==> config.mk <==
export PLATFORM = sky130hd
export DESIGN_NAME = carregador_programa
export DESIGN_NICKNAME = d
export VERILOG_FILES = /design/src/rtl/carregador_pkg.sv /design/src/rtl/carregador_programa_montador.sv /design/src/rtl/carregador_programa.sv
export SDC_FILE = /design/constraint.sdc
export NUM_CORES = 1
export LEC_CHECK = 0
export BUFFER_PORTS_ARGS = -buffer_cell sky130_fd_sc_hd__clkbuf_2
export CAP_MARGIN = 10
export CORE_MARGIN = 4
export CORE_UTILIZATION = 58
export DETAILED_ROUTE_END_ITERATION = 12
export PLACE_DENSITY_LB_ADDON = 0.25
export REMOVE_ABC_BUFFERS = 1
export SYNTH_ARGS = -nofsm -noshare
export SYNTH_HDL_FRONTEND = slang
export SYNTH_HIERARCHICAL = 1
export SYNTH_SLANG_ARGS = --single-unit
==> constraint.sdc <==
create_clock -name clk -period 4.01 [get_ports clk]
set_input_delay 0.802 -clock clk [delete_from_list [all_inputs] [get_ports clk]]
set_output_delay 0.802 -clock clk [all_outputs]
set_load 0.01 [all_outputs]
==> src/rtl/carregador_pkg.sv <==
// Shared types and constants for the program loader (carregador_programa).
package carregador_pkg;
   localparam logic [7:0] SYNC_DEFAULT = 8'hA5;
   localparam int         CNT_W        = 16;
   localparam int         WORD_W       = 32;

   typedef enum logic [2:0] {
      ST_IDLE,
      ST_LEN_HI,
      ST_LEN_LO,
      ST_DATA,
      ST_CHECK,
      ST_DONE,
      ST_ERR
   } state_t;
endpackage

==> src/rtl/carregador_programa_montador.sv <==
// montador_palavra: shifts stream bytes MSB-first into 32-bit words and flags the 4th byte.
module montador_palavra
   import carregador_pkg::*;
(
   input  logic              clk,
   input  logic              rst_n,
   input  logic [7:0]        data_byte,
   input  logic              strobe,
   input  logic              clear,
   output logic [WORD_W-1:0] word,
   output logic              word_ready
);
   logic [1:0]          byte_idx;
   logic [WORD_W-9:0]   partial;

   always_ff @(posedge clk) begin
      if (!rst_n || clear) begin
         byte_idx <= 2'd0;
         partial  <= '0;
      end else if (strobe) begin
         byte_idx <= byte_idx + 2'd1;
         partial  <= {partial[WORD_W-17:0], data_byte};
      end
   end

   // Word and pulse are combinational so the top can register the write one edge later.
   assign word       = {partial, data_byte};
   assign word_ready = strobe && (byte_idx == 2'd3);
endmodule

==> src/rtl/carregador_programa.sv <==
// Program loader: framed byte stream -> program memory write port, holds the CPU until loaded.
// Optional trailing XOR checksum byte enabled by defining CARREGADOR_CHECKSUM_EN.
//
// state     | meaning
// ST_IDLE   | waiting for SYNC_BYTE, other bytes dropped
// ST_LEN_HI | expecting word count MSB
// ST_LEN_LO | expecting word count LSB, range check
// ST_DATA   | assembling and writing words
// ST_CHECK  | expecting checksum byte (checksum build only)
// ST_DONE   | image loaded, CPU released, SYNC_BYTE restarts
// ST_ERR    | frame rejected, stuck until reset
module carregador_programa
   import carregador_pkg::*;
#(
   parameter logic [31:0] BASE_ADDR = 32'd0,
   parameter int unsigned DEPTH     = 256,
   parameter logic [7:0]  SYNC_BYTE = SYNC_DEFAULT
) (
   input  logic              clk,
   input  logic              rst_n,
   input  logic [7:0]        in_data,
   input  logic              in_valid,
   output logic              in_ready,
   output logic [WORD_W-1:0] mem_data,
   output logic [31:0]       mem_addr,
   output logic              mem_we,
   output logic              cpu_hold,
   output logic              done,
   output logic              error
);
   state_t             state;
   logic [7:0]         len_hi;
   logic [CNT_W-1:0]   words_left;
   logic [31:0]        wr_addr;
   logic               accept;
   logic               is_sync;
   logic               word_ready;
   logic [WORD_W-1:0]  word;
   logic [CNT_W-1:0]   len_word;
`ifdef CARREGADOR_CHECKSUM_EN
   logic [7:0]         csum;
`endif

   assign in_ready = rst_n && (state != ST_ERR);
   assign accept   = in_valid && in_ready;
   assign is_sync  = (in_data == SYNC_BYTE);
   assign len_word = {len_hi, in_data};

   montador_palavra u_montador (
      .clk        (clk),
      .rst_n      (rst_n),
      .data_byte  (in_data),
      .strobe     (accept && (state == ST_DATA)),
      .clear      (accept && is_sync && ((state == ST_IDLE) || (state == ST_DONE))),
      .word       (word),
      .word_ready (word_ready)
   );

   always_ff @(posedge clk) begin
      if (!rst_n) begin
         state      <= ST_IDLE;
         len_hi     <= 8'd0;
         words_left <= '0;
         wr_addr    <= BASE_ADDR;
         mem_we     <= 1'b0;
         mem_data   <= '0;
         mem_addr   <= BASE_ADDR;
         cpu_hold   <= 1'b1;
         done       <= 1'b0;
         error      <= 1'b0;
`ifdef CARREGADOR_CHECKSUM_EN
         csum       <= 8'd0;
`endif
      end else begin
         mem_we <= 1'b0;
         if (word_ready) begin
            mem_we   <= 1'b1;
            mem_data <= word;
            mem_addr <= wr_addr;
            wr_addr  <= wr_addr + 32'd1;
         end
         case (state)
            ST_IDLE: begin
               if (accept && is_sync) begin
                  state   <= ST_LEN_HI;
                  wr_addr <= BASE_ADDR;
`ifdef CARREGADOR_CHECKSUM_EN
                  csum    <= 8'd0;
`endif
               end
            end
            ST_LEN_HI: begin
               if (accept) begin
                  len_hi <= in_data;
                  state  <= ST_LEN_LO;
               end
            end
            ST_LEN_LO: begin
               if (accept) begin
                  if ({16'd0, len_word} > DEPTH) begin
                     state <= ST_ERR;
                     error <= 1'b1;
                  end else if (len_word == '0) begin
`ifdef CARREGADOR_CHECKSUM_EN
                     state    <= ST_CHECK;
`else
                     state    <= ST_DONE;
                     done     <= 1'b1;
                     cpu_hold <= 1'b0;
`endif
                  end else begin
                     words_left <= len_word;
                     state      <= ST_DATA;
                  end
               end
            end
            ST_DATA: begin
`ifdef CARREGADOR_CHECKSUM_EN
               if (accept)
                  csum <= csum ^ in_data;
`endif
               if (word_ready) begin
                  words_left <= words_left - 1'b1;
                  if (words_left == 16'd1) begin
`ifdef CARREGADOR_CHECKSUM_EN
                     state    <= ST_CHECK;
`else
                     state    <= ST_DONE;
                     done     <= 1'b1;
                     cpu_hold <= 1'b0;
`endif
                  end
               end
            end
`ifdef CARREGADOR_CHECKSUM_EN
            ST_CHECK: begin
               if (accept) begin
                  if (in_data == csum) begin
                     state    <= ST_DONE;
                     done     <= 1'b1;
                     cpu_hold <= 1'b0;
                  end else begin
                     state <= ST_ERR;
                     error <= 1'b1;
                  end
               end
            end
`endif
            ST_DONE: begin
               // A new sync byte restarts the load from the base address.
               if (accept && is_sync) begin
                  state    <= ST_LEN_HI;
                  done     <= 1'b0;
                  cpu_hold <= 1'b1;
                  wr_addr  <= BASE_ADDR;
                  mem_addr <= BASE_ADDR;
`ifdef CARREGADOR_CHECKSUM_EN
                  csum     <= 8'd0;
`endif
               end
            end
            ST_ERR: begin
               state <= ST_ERR;
            end
            default: begin
               state <= ST_IDLE;
            end
         endcase
      end
   end
endmodule

==> results of run 1 <==
==> Yosys cell counts, types with 6 or more instances <==
master,number,area [µm²]
sky130_fd_sc_hd__buf_2,16,80.1
sky130_fd_sc_hd__a21oi_1,16,80.1
sky130_fd_sc_hd__buf_4,10,75.1
sky130_fd_sc_hd__o31ai_1,12,90.1
sky130_fd_sc_hd__nor4_1,11,68.8
sky130_fd_sc_hd__a31oi_1,6,37.5
sky130_fd_sc_hd__inv_1,7,26.3
sky130_fd_sc_hd__o211ai_1,7,52.6
sky130_fd_sc_hd__xnor2_1,7,61.3
sky130_fd_sc_hd__nor2_1,150,563
sky130_fd_sc_hd__clkbuf_1,20,75.1
sky130_fd_sc_hd__dfxtp_1,153,3060
sky130_fd_sc_hd__nand4_1,14,87.6
sky130_fd_sc_hd__mux2i_1,100,1000
sky130_fd_sc_hd__o21ai_0,14,70.1
sky130_fd_sc_hd__nor3_1,8,40.0
sky130_fd_sc_hd__xor2_1,24,210
sky130_fd_sc_hd__nand2_1,31,116
sky130_fd_sc_hd__nand3_1,13,65.1
==> per-layer routing <==
layer  share of wire  track usage
met1            0.46        0.307
met2            0.48        0.369
met3           0.052       0.0539
met4           0.016       0.0808
met5               0            0
==> sequential cells by signal (all words and copies together) (netlist names), 2 cells and up <==
register and count:
u_montador/byte_idx 2, words_left 16, mem_data 32, u_montador/partial 24, wr_addr 32, mem_addr 32, state 3, len_hi 8
==> logic make-up (layout without fill, tap and decap cells) <==
group | Yosys count | after routing | synth area share
and+or+nand+nor | 268 | 268 | 0.198
DFF | 153 | 153 | 0.467
muxes | 101 | 101 | 0.154
AOI/OAI and AO/OA | 79 | 79 | 0.0812
buffers and inverters | 61 | 128 | 0.0509
xor gates and xnor gates | 31 | 31 | 0.0414
adders and majority gates | 4 | 4 | 0.00762
==> per-stage QoR <==
stage / total power [µW] / hold slack [ns] / TNS, ns
after floorplan: 1580 / 0.440 / -268.10
after global placement: 1610 / 0.434 / 0
after detailed placement: 1610 / 0.438 / 0
after CTS: 3210 / 0.447 / 0
after global routing: 3290 / 0.473 / 0
final: 3200 / 0.441 / 0
==> critical path, cell delays in order (launching register included) <==
cell and delay [ns]:
sky130_fd_sc_hd__dfxtp_1 0.69, sky130_fd_sc_hd__nand3b_1 0.15, sky130_fd_sc_hd__buf_4 0.26, sky130_fd_sc_hd__nor2_4 0.11
sky130_fd_sc_hd__and2_4 0.39, sky130_fd_sc_hd__nand3_1 0.27, sky130_fd_sc_hd__nor4_4 0.56, sky130_fd_sc_hd__nand2_2 0.13
sky130_fd_sc_hd__or4_1 0.42, sky130_fd_sc_hd__a21oi_1 0.15
==> placed cells by master, fill, tap and decap left out, types with 3 or more instances in the layout <==
cell type / netlist / final
sky130_fd_sc_hd__mux2i_1: 100 / 100
sky130_fd_sc_hd__dfxtp_1: 153 / 153
sky130_fd_sc_hd__o31ai_1: 12 / 12
sky130_fd_sc_hd__o21ai_0: 14 / 14
sky130_fd_sc_hd__a22oi_1: 3 / 3
sky130_fd_sc_hd__and2_1: 5 / 4
sky130_fd_sc_hd__clkbuf_16: 0 / 17
sky130_fd_sc_hd__a21o_1: 4 / 4
sky130_fd_sc_hd__and3_1: 5 / 5
sky130_fd_sc_hd__inv_6: 0 / 4
sky130_fd_sc_hd__a31oi_1: 6 / 6
sky130_fd_sc_hd__and4_1: 4 / 4
sky130_fd_sc_hd__nor3_1: 8 / 8
sky130_fd_sc_hd__nor2_1: 150 / 149
sky130_fd_sc_hd__nand2_1: 31 / 31
sky130_fd_sc_hd__a21oi_1: 16 / 16
sky130_fd_sc_hd__ha_1: 4 / 4
sky130_fd_sc_hd__nand3b_1: 3 / 3
sky130_fd_sc_hd__inv_1: 7 / 7
sky130_fd_sc_hd__or4_1: 3 / 3
sky130_fd_sc_hd__nand4_1: 14 / 14
sky130_fd_sc_hd__clkbuf_2: 0 / 79
sky130_fd_sc_hd__buf_4: 10 / 9
sky130_fd_sc_hd__xor2_1: 24 / 24
sky130_fd_sc_hd__nand3_1: 13 / 13
sky130_fd_sc_hd__o211ai_1: 7 / 7
sky130_fd_sc_hd__nor4_1: 11 / 11
sky130_fd_sc_hd__xnor2_1: 7 / 7
==> worst max-delay path by stage <==
stage	endpoint	slack, ns	cells after the start
global route	wr_addr[31]$_SDFF_PN0_	0.51	9
floorplan	wr_addr[31]$_SDFF_PN0_	-3.21	8
finish	wr_addr[31]$_SDFF_PN0_	0.81	9
global placement	words_left[9]$_SDFFE_PN0P_	0.76	9
detailed placement	wr_addr[31]$_SDFF_PN0_	0.63	10
CTS	wr_addr[31]$_SDFF_PN0_	0.84	9
==> area by class of cell <==
class	instances	area (µm²)
Clock inverter	14	160
Fill cell	864	3420
Timing Repair Buffer	88	463
Sequential cell	153	3060
Tap cell	140	175
Multi-Input combinational cell	483	3190
Inverter	8	30.0
Clock buffer	18	439
==> power by group through the flow <==
stage	clock network, µW	logic [µW]	registers, µW
3_5_place_dp	0	59.8	1550
3_3_place_gp	0	58.0	1550
2_1_floorplan	0	25.9	1550
6_report	1620	60.3	1520
5_1_grt	1710	65.4	1520
4_1_cts	1640	60.0	1520
==> summary.txt, run 1 <==
====================================================================================================
DR pass1 iterations                                                                                5
Critical path start-end classification                                                    reg -> reg
First-pass GRT wire length                                                                  24500 µm
Maximum number of pins on one net before global-route repair                                      52
Netlist area before placement                                                               6570 µm²
CP Launch Type                                                                                  flop
Antenna violations before repair                                                                   0
Die height                                                                                    114 µm
#FFs+latches synth                                                                               153
Maximum clock rate                                                                           313 MHz
Run status                                                                                 completed
Initial Utilization                                                                            0.600
Clock latency reported for the late side of the worst-skew pair                              0.42 ns
Count of unique library cells instantiated by Yosys                                               62
Source of the worst register-to-register timing path                                    state[1]$_SDFFE_PN0P_
DRT antenna net count                                                                              0
Post-layout net count                                                                            766
Core Footprint                                                                             10900 µm²
Req. time, crit path                                                                         4.36 ns
Worst endpoint data arrival time                                                             3.55 ns
Site Rows                                                                                         38
Synthesized netlist cell count                                                                   697
CTS tree                                                                                         yes
Via-per-instance ratio                                                                          5.77
Share of async-settable or async-resettable flops after synthesis                                  0
Avg WL per Cell                                                                              16.1 µm
Launch instance of the worst min-delay path                                             done$_SDFFE_PN0P_
Clk root buf                                                                            sky130_fd_sc_hd__clkbuf_16
Switching Fraction                                                                             0.224
Setup-failing EPs final                                                                            0
Maximum clock skew at final layout                                                        0.00774 ns
Clock-pin slew reported for the worst setup and hold paths after clock tree synthesis        0.06 ns
Maximum vdd drop                                                                            0.234 mV
Max-slew violation count                                                                           0
Internal cell power                                                                          2480 µW
Share of cells above drive strength 1                                                          0.177
Layout area overhead                                                                           14.5%
Total of cells resized after clock tree synthesis                                                  0
Buffer levels on the longest clock path                                                            2
Setup Fix Bufs, Post-CTS                                                                           0
Comb pwr share                                                                                 0.019
Register-to-register setup slack                                                             0.81 ns
Number of cells in the finished layout apart from fillers                                        904
Worst Setup End Kind                                                                            flop
Headroom to the max-slew limit                                                                 0.192
Synth warn                                                                                         6
Largest fanout on the critical path                                                               26
Violation count after the first detailed-route iteration                                         352
N_diodes                                                                                           0
Leakage power total                                                                       0.00281 µW
Cell area after placement                                                                   6920 µm²
RSZ-0062 raised after global routing                                                           false
Power density over the cells                                                              425 nW/µm²
TritonCTS buffer count                                                                            17
Die width                                                                                     114 µm
Worst Hold End                                                                          done$_SDFFE_PN0P_
Part of the power in the clock network                                                         0.506
Placed instance count                                                                            872
H-tree depth                                                                                       4
Total via count after detailed routing                                                          5212
Worst hold path class                                                                     reg -> reg
I/O pin count                                                                                     80
Number of global-route vias before repair                                                       5001
Final period demand of the worst path                                                        3.20 ns
Total of buffers placed on input and output ports                                                 79
Setup Slack @ Placement                                                                     0.626 ns
Total routed wirelength                                                                     14500 µm
Total half-perimeter wirelength after legalization and detailed placement                    9590 µm
Floorplan die area                                                                         13100 µm²
Clock net sink count                                                                             153
Worst Hold Depth                                                                                   2
Total grt overflow                                                                                 0
Count of endpoints failing hold in the final timing report                                         0
Reg-to-reg critical path endpoint                                                       wr_addr[31]$_SDFF_PN0_
Least-Margin Pin Slew                                                                        1.20 ns
Reg2Reg Depth                                                                                      9
Total of hold buffers inserted after clock tree synthesis                                          0
Reg power frac                                                                                 0.475
Share of the yosys chip area belonging to registers                                            0.467
Final instance area                                                                         7520 µm²
Final weighted congestion of routability-driven global placement                               0.927
Crit path from                                                                          state[1]$_SDFFE_PN0P_
Share of the clock period used by the worst path                                               0.798
Average cell area after synthesis                                                           9.42 µm²
DRC violation count after routing                                                                  0
Number of max-cap violations                                                                       0
Final standard cell utilization of the core                                                    0.688
All-Layer GR Usage                                                                             0.231
Switching power                                                                               716 µW
Number of synthesized flops with an enable pin                                                     0
Main synth FF type                                                                      sky130_fd_sc_hd__dfxtp_1
Post-route worst setup slack                                                                0.811 ns
====================================================================================================
Power figures use the tool's default switching activity.
==> run 2, diff against run 1 <==
Clock period 4.01 ns to 3.26 ns, I/O delays scaled along.
==> run 2 against run 1 <==
Via count decreased by 0.54%. Core utilization decreased by 0.27 points. Critical endpoint unchanged. Cell area decreased by 0.40%. Clock skew increased by 0.0019 ns. Non-clock buffer count increased by 5. Count of clock-buffer cells in the layout increased by 3. Sequential share of layout area increased by 0.16 points. Critical path depth decreased by 1. Setup slack got worse by 0.42 ns. Sequential power increased by 23%. Routed wire length decreased by 1.3%. Hold slack improved by 0.014 ns.
==> summary.txt, run 2 (synthesis results as in run 1) <==
====================================================================================================
Reg-to-reg critical path endpoint                                                       wr_addr[31]$_SDFF_PN0_
Avg WL per Cell                                                                              15.8 µm
Worst Hold End                                                                          done$_SDFFE_PN0P_
Source of the worst register-to-register timing path                                    state[1]$_SDFFE_PN0P_
Floorplan die area                                                                         13100 µm²
H-tree depth                                                                                       4
Run status                                                                                 completed
Share of cells above drive strength 1                                                          0.178
Total half-perimeter wirelength after legalization and detailed placement                    9450 µm
Number of global-route vias before repair                                                       4994
Least-Margin Pin Slew                                                                       0.768 ns
Maximum clock skew at final layout                                                        0.00962 ns
Total grt overflow                                                                                 0
Setup-failing EPs final                                                                            0
Violation count after the first detailed-route iteration                                         429
Initial Utilization                                                                            0.600
CP Launch Type                                                                                  flop
Maximum vdd drop                                                                            0.447 mV
RSZ-0062 raised after global routing                                                           false
Total routed wirelength                                                                     14300 µm
Max-slew violation count                                                                           0
I/O pin count                                                                                     80
All-Layer GR Usage                                                                             0.231
Leading registers by flop count                                                         mem_addr: 32 flops, mem_data: 32 flops, wr_addr: 32 flops
TritonCTS buffer count                                                                            17
Most common cell after layout, fill and taps aside                                      sky130_fd_sc_hd__dfxtp_1
Total of hold buffers inserted after clock tree synthesis                                          0
Leakage power total                                                                       0.00280 µW
Clock latency reported for the late side of the worst-skew pair                              0.42 ns
Final instance area                                                                         7490 µm²
Die height                                                                                    114 µm
Cell area after placement                                                                   6960 µm²
Placed instance count                                                                            877
Clock net sink count                                                                             153
Crit path from                                                                          state[1]$_SDFFE_PN0P_
Final period demand of the worst path                                                        2.86 ns
First-pass GRT wire length                                                                  24300 µm
N_diodes                                                                                           0
DRC violation count after routing                                                                  0
Setup Fix Bufs, Post-CTS                                                                           0
Number of max-cap violations                                                                       0
Maximum number of pins on one net before global-route repair                                      52
Reg2Reg Depth                                                                                      8
Core Footprint                                                                             10900 µm²
Launch instance of the worst min-delay path                                             done$_SDFFE_PN0P_
Headroom to the max-slew limit                                                                 0.483
Total of cells resized after clock tree synthesis                                                  0
Antenna violations before repair                                                                   0
DRT antenna net count                                                                              0
Worst Setup End Kind                                                                            flop
Share of the clock period used by the worst path                                               0.879
Post-layout net count                                                                            771
Number of cells in the finished layout apart from fillers                                        908
Critical path start-end classification                                                    reg -> reg
Total of buffers placed on input and output ports                                                 79
Worst Hold Depth                                                                                   2
Largest fanout on the critical path                                                               17
Final weighted congestion of routability-driven global placement                               0.910
Clk root buf                                                                            sky130_fd_sc_hd__clkbuf_16
Via-per-instance ratio                                                                          5.71
CTS tree                                                                                         yes
Buffer levels on the longest clock path                                                            2
Layout area overhead                                                                           14.1%
Final standard cell utilization of the core                                                    0.685
Clock-pin slew reported for the worst setup and hold paths after clock tree synthesis        0.06 ns
Final hold slack                                                                            0.455 ns
Req. time, crit path                                                                         3.60 ns
Worst hold path class                                                                     reg -> reg
Most frequent cells in the layout                                                       153 x sky130_fd_sc_hd__dfxtp_1, 149 x sky130_fd_sc_hd__nor2_1, 100 x sky130_fd_sc_hd__mux2i_1
Setup TNS                                                                                       0 ns
Worst endpoint data arrival time                                                             3.21 ns
Die width                                                                                     114 µm
Register-to-register setup slack                                                             0.40 ns
Total via count after detailed routing                                                          5184
Site Rows                                                                                         38
Count of endpoints failing hold in the final timing report                                         0
DR pass1 iterations                                                                                6
Power density over the cells                                                              495 nW/µm²
Maximum clock rate                                                                           349 MHz
====================================================================================================
## run 2: worst max path at each step
stage / cells past startpoint / slack [ns] / to
floorplan: 8 / -3.96 / wr_addr[31]$_SDFF_PN0_
global placement: 10 / 0.32 / wr_addr[31]$_SDFF_PN0_
detailed placement: 10 / 0.17 / wr_addr[31]$_SDFF_PN0_
CTS: 8 / 0.43 / wr_addr[31]$_SDFF_PN0_
global route: 8 / 0.16 / wr_addr[12]$_SDFF_PN0_
finish: 8 / 0.40 / wr_addr[31]$_SDFF_PN0_
## run 2: where the power goes
| group | leakage, µW | switching, µW | internal (µW) | total [µW] |
|---|---|---|---|---|
| Sequential | 0.00123 | 0.0940 | 1870 | 1870 |
| Clock | 0.000252 | 751 | 1010 | 1760 |
| Combinational | 0.00132 | 57.5 | 16.9 | 74.4 |
## run 2: through the flow
| stage | total power, µW | setup slack [ns] |
|---|---|---|
| 6_report | 3700 | 0.396 |
| 4_1_cts | 3730 | 0.431 |
| 3_3_place_gp | 1980 | 0.316 |
| 5_1_grt | 3820 | 0.159 |
| 3_5_place_dp | 1990 | 0.174 |
| 2_1_floorplan | 1940 | -3.96 |
## run 2: per-layer routing
layer  vias to the layer above  wire (µm)  share of wire  track usage
met5                         -          0              0            0
met3                        31        828          0.058       0.0581
met2                       157       6660           0.47        0.350
li1                       2547          -              -            -
met4                         0        293          0.020       0.0934
met1                      2449       6530           0.46        0.314
## run 2: area by class of cell
cell class,instances,area [µm²]
Timing Repair Buffer,93,500
Clock inverter,10,71.3
Clock buffer,21,460
Fill cell,873,3450
Sequential cell,153,3060
Tap cell,140,175
Inverter,8,30.0
Multi-Input combinational cell,483,3190
## run 2: critical path: stages (launching register included)
cell	delay, ns
sky130_fd_sc_hd__dfxtp_1	0.66
sky130_fd_sc_hd__nand3b_1	0.24
sky130_fd_sc_hd__nor2_4	0.13
sky130_fd_sc_hd__and2_4	0.28
sky130_fd_sc_hd__nand3_1	0.22
sky130_fd_sc_hd__nor4_4	0.54
sky130_fd_sc_hd__nand2_2	0.13
sky130_fd_sc_hd__or4_1	0.42
sky130_fd_sc_hd__a21oi_1	0.17
==> run 3, diff against run 2 <==
Settings changed: CORE_UTILIZATION 58 to 56, REMOVE_ABC_BUFFERS 1 to not set.
==> run 3 against run 2 <==
Maximum frequency is 1.7% higher. Combinational power is 2% higher. Routed wire length is 1.5% higher.
==> summary.txt, run 3 (synthesis results as in run 1) <==
====================================================================================================
Crit path cell chain                                                                    nor2b_1 > a21o_1 > nor2_4 > and2_4 > nand3_1 > nor4_4 > nand2_2 > or4_1 > a21oi_1
CP Launch Type                                                                                  flop
Setup TNS                                                                                       0 ns
Worst Setup End Kind                                                                            flop
CTS tree                                                                                         yes
Worst hold path class                                                                     reg -> reg
Leakage power total                                                                       0.00282 µW
Crit path largest cell delay                                                                 0.61 ns
Number of global-route vias before repair                                                       4860
Setup Fix Bufs, Post-CTS                                                                           0
All-Layer GR Usage                                                                             0.225
Site Rows                                                                                         39
Maximum clock rate                                                                           355 MHz
Cell with the largest stage delay on the worst path                                     sky130_fd_sc_hd__dfxtp_1
DR pass1 iterations                                                                                5
Clock net sink count                                                                             153
Antenna violations before repair                                                                   0
Total half-perimeter wirelength after legalization and detailed placement                    9810 µm
First-pass GRT wire length                                                                  24200 µm
Most common cell after layout, fill and taps aside                                      sky130_fd_sc_hd__dfxtp_1
Avg WL per Cell                                                                              15.9 µm
Share of cells above drive strength 1                                                          0.183
Worst Hold Depth                                                                                   1
Crit path from                                                                          state[0]$_SDFFE_PN0P_
Final weighted congestion of routability-driven global placement                               0.873
Source of the worst register-to-register timing path                                    state[0]$_SDFFE_PN0P_
Count of endpoints failing hold in the final timing report                                         0
Req. time, crit path                                                                         3.62 ns
Cell area after placement                                                                   6970 µm²
Initial Utilization                                                                            0.573
Die width                                                                                     116 µm
Leading registers by flop count                                                         mem_addr: 32 flops, mem_data: 32 flops, wr_addr: 32 flops
Violation count after the first detailed-route iteration                                         317
N_diodes                                                                                           0
DRT antenna net count                                                                              0
Maximum number of pins on one net before global-route repair                                      52
Headroom to the max-slew limit                                                                 0.473
Buffer levels on the longest clock path                                                            2
Run status                                                                                 completed
Synthesized net count                                                                            712
Floorplan die area                                                                         13500 µm²
Critical path start-end classification                                                    reg -> reg
Largest fanout on the critical path                                                               15
Power density over the cells                                                              503 nW/µm²
DRC violation count after routing                                                                  0
Total routed wirelength                                                                     14500 µm
Final period demand of the worst path                                                        2.82 ns
Most frequent cells in the layout                                                       153 x sky130_fd_sc_hd__dfxtp_1, 149 x sky130_fd_sc_hd__nor2_1, 100 x sky130_fd_sc_hd__mux2i_1
Final standard cell utilization of the core                                                    0.657
Setup-failing EPs final                                                                            0
Clk root buf                                                                            sky130_fd_sc_hd__clkbuf_16
Layout filler cell count                                                                         921
RSZ-0062 raised after global routing                                                           false
Via-per-instance ratio                                                                          5.59
Layout area overhead                                                                           14.7%
H-tree depth                                                                                       4
Total of hold buffers inserted after clock tree synthesis                                          0
Maximum vdd drop                                                                            0.443 mV
Total of buffers placed on input and output ports                                                 79
Reg2Reg Depth                                                                                      9
Clock latency reported for the late side of the worst-skew pair                              0.42 ns
Core Footprint                                                                             11500 µm²
Die height                                                                                    116 µm
TritonCTS buffer count                                                                            17
Clock-pin slew reported for the worst setup and hold paths after clock tree synthesis        0.06 ns
Post-layout net count                                                                            772
Share of the clock period used by the worst path                                               0.864
Total of cells resized after clock tree synthesis                                                  0
Post-route worst setup slack                                                                0.443 ns
I/O pin count                                                                                     80
Least-Margin Pin Slew                                                                       0.791 ns
Launch instance of the worst min-delay path                                             cpu_hold$_SDFFE_PN1P_
Total via count after detailed routing                                                          5108
Final instance area                                                                         7530 µm²
Number of max-cap violations                                                                       0
Total grt overflow                                                                                 0
Setup Slack @ Placement                                                                     0.299 ns
Worst endpoint data arrival time                                                             3.17 ns
Maximum clock skew at final layout                                                        0.00594 ns
Max-slew violation count                                                                           0
====================================================================================================
==> run 3: cell types whose count changed in the layout (fill, tap and decap cells not counted) <==
cell,delta
sky130_fd_sc_hd__inv_8,+2
sky130_fd_sc_hd__clkinv_4,+4
sky130_fd_sc_hd__clkbuf_8,-2
sky130_fd_sc_hd__clkinv_2,-3
sky130_fd_sc_hd__buf_4,+1
sky130_fd_sc_hd__clkbuf_1,-2
sky130_fd_sc_hd__clkinvlp_4,-2
sky130_fd_sc_hd__inv_6,+4
==> run 3: routing by layer <==
layer,global-route usage,wire length (µm),up-vias
met1,0.301,6840,2403
met4,0.0951,248,0
met5,0,0,-
met3,0.0466,655,22
met2,0.354,6800,133
li1,-,-,2550
==> run 3: stage by stage <==
stage                     hold WS [ns]  instances  total power (µW)
after floorplan                  0.440        697              1960
after global placement           0.439        881              1980
after detailed placement         0.444        881              1990
after CTS                        0.459        913              3810
after global routing             0.486        913              3920
final                            0.460        913              3780
==> run 3: area by class of cell <==
| type | instances | area, µm² | share of cell area |
|---|---|---|---|
| Tap cell | 143 | 179 | 0.0238 |
| Sequential cell | 153 | 3060 | 0.407 |
| Inverter | 8 | 30.0 | 0.00399 |
| Clock buffer | 17 | 425 | 0.0565 |
| Clock inverter | 15 | 134 | 0.0178 |
| Multi-Input combinational cell | 483 | 3190 | 0.424 |
| Timing Repair Buffer | 94 | 508 | 0.0675 |
==> run 3: path summary, 6_finish.rpt <==
| path | endpoint | slack [ns] |
|---|---|---|
| setup / recovery | wr_addr[31]$_SDFF_PN0_ | 0.44 |
| hold / removal | cpu_hold$_SDFFE_PN1P_ | 0.46 |
| setup reg to reg | wr_addr[31]$_SDFF_PN0_ | 0.44 |
| hold reg to reg | cpu_hold$_SDFFE_PN1P_ | 0.46 |
==> run 3: worst max-delay path, delay by kind of cell, from the launching register on <==
family | cells | cell delay, ns
AND/OR/NAND/NOR | 7 | 1.75
flip-flops | 1 | 0.61
AO/OA/AOI/OAI | 2 | 0.39
==> run 3: power by group <==
part	switching (µW)	total, µW	internal, µW	leakage (µW)
clock network	837	1840	1000	0.000270
logic	58.1	75.8	17.6	0.00132
registers	0.243	1870	1870	0.00123
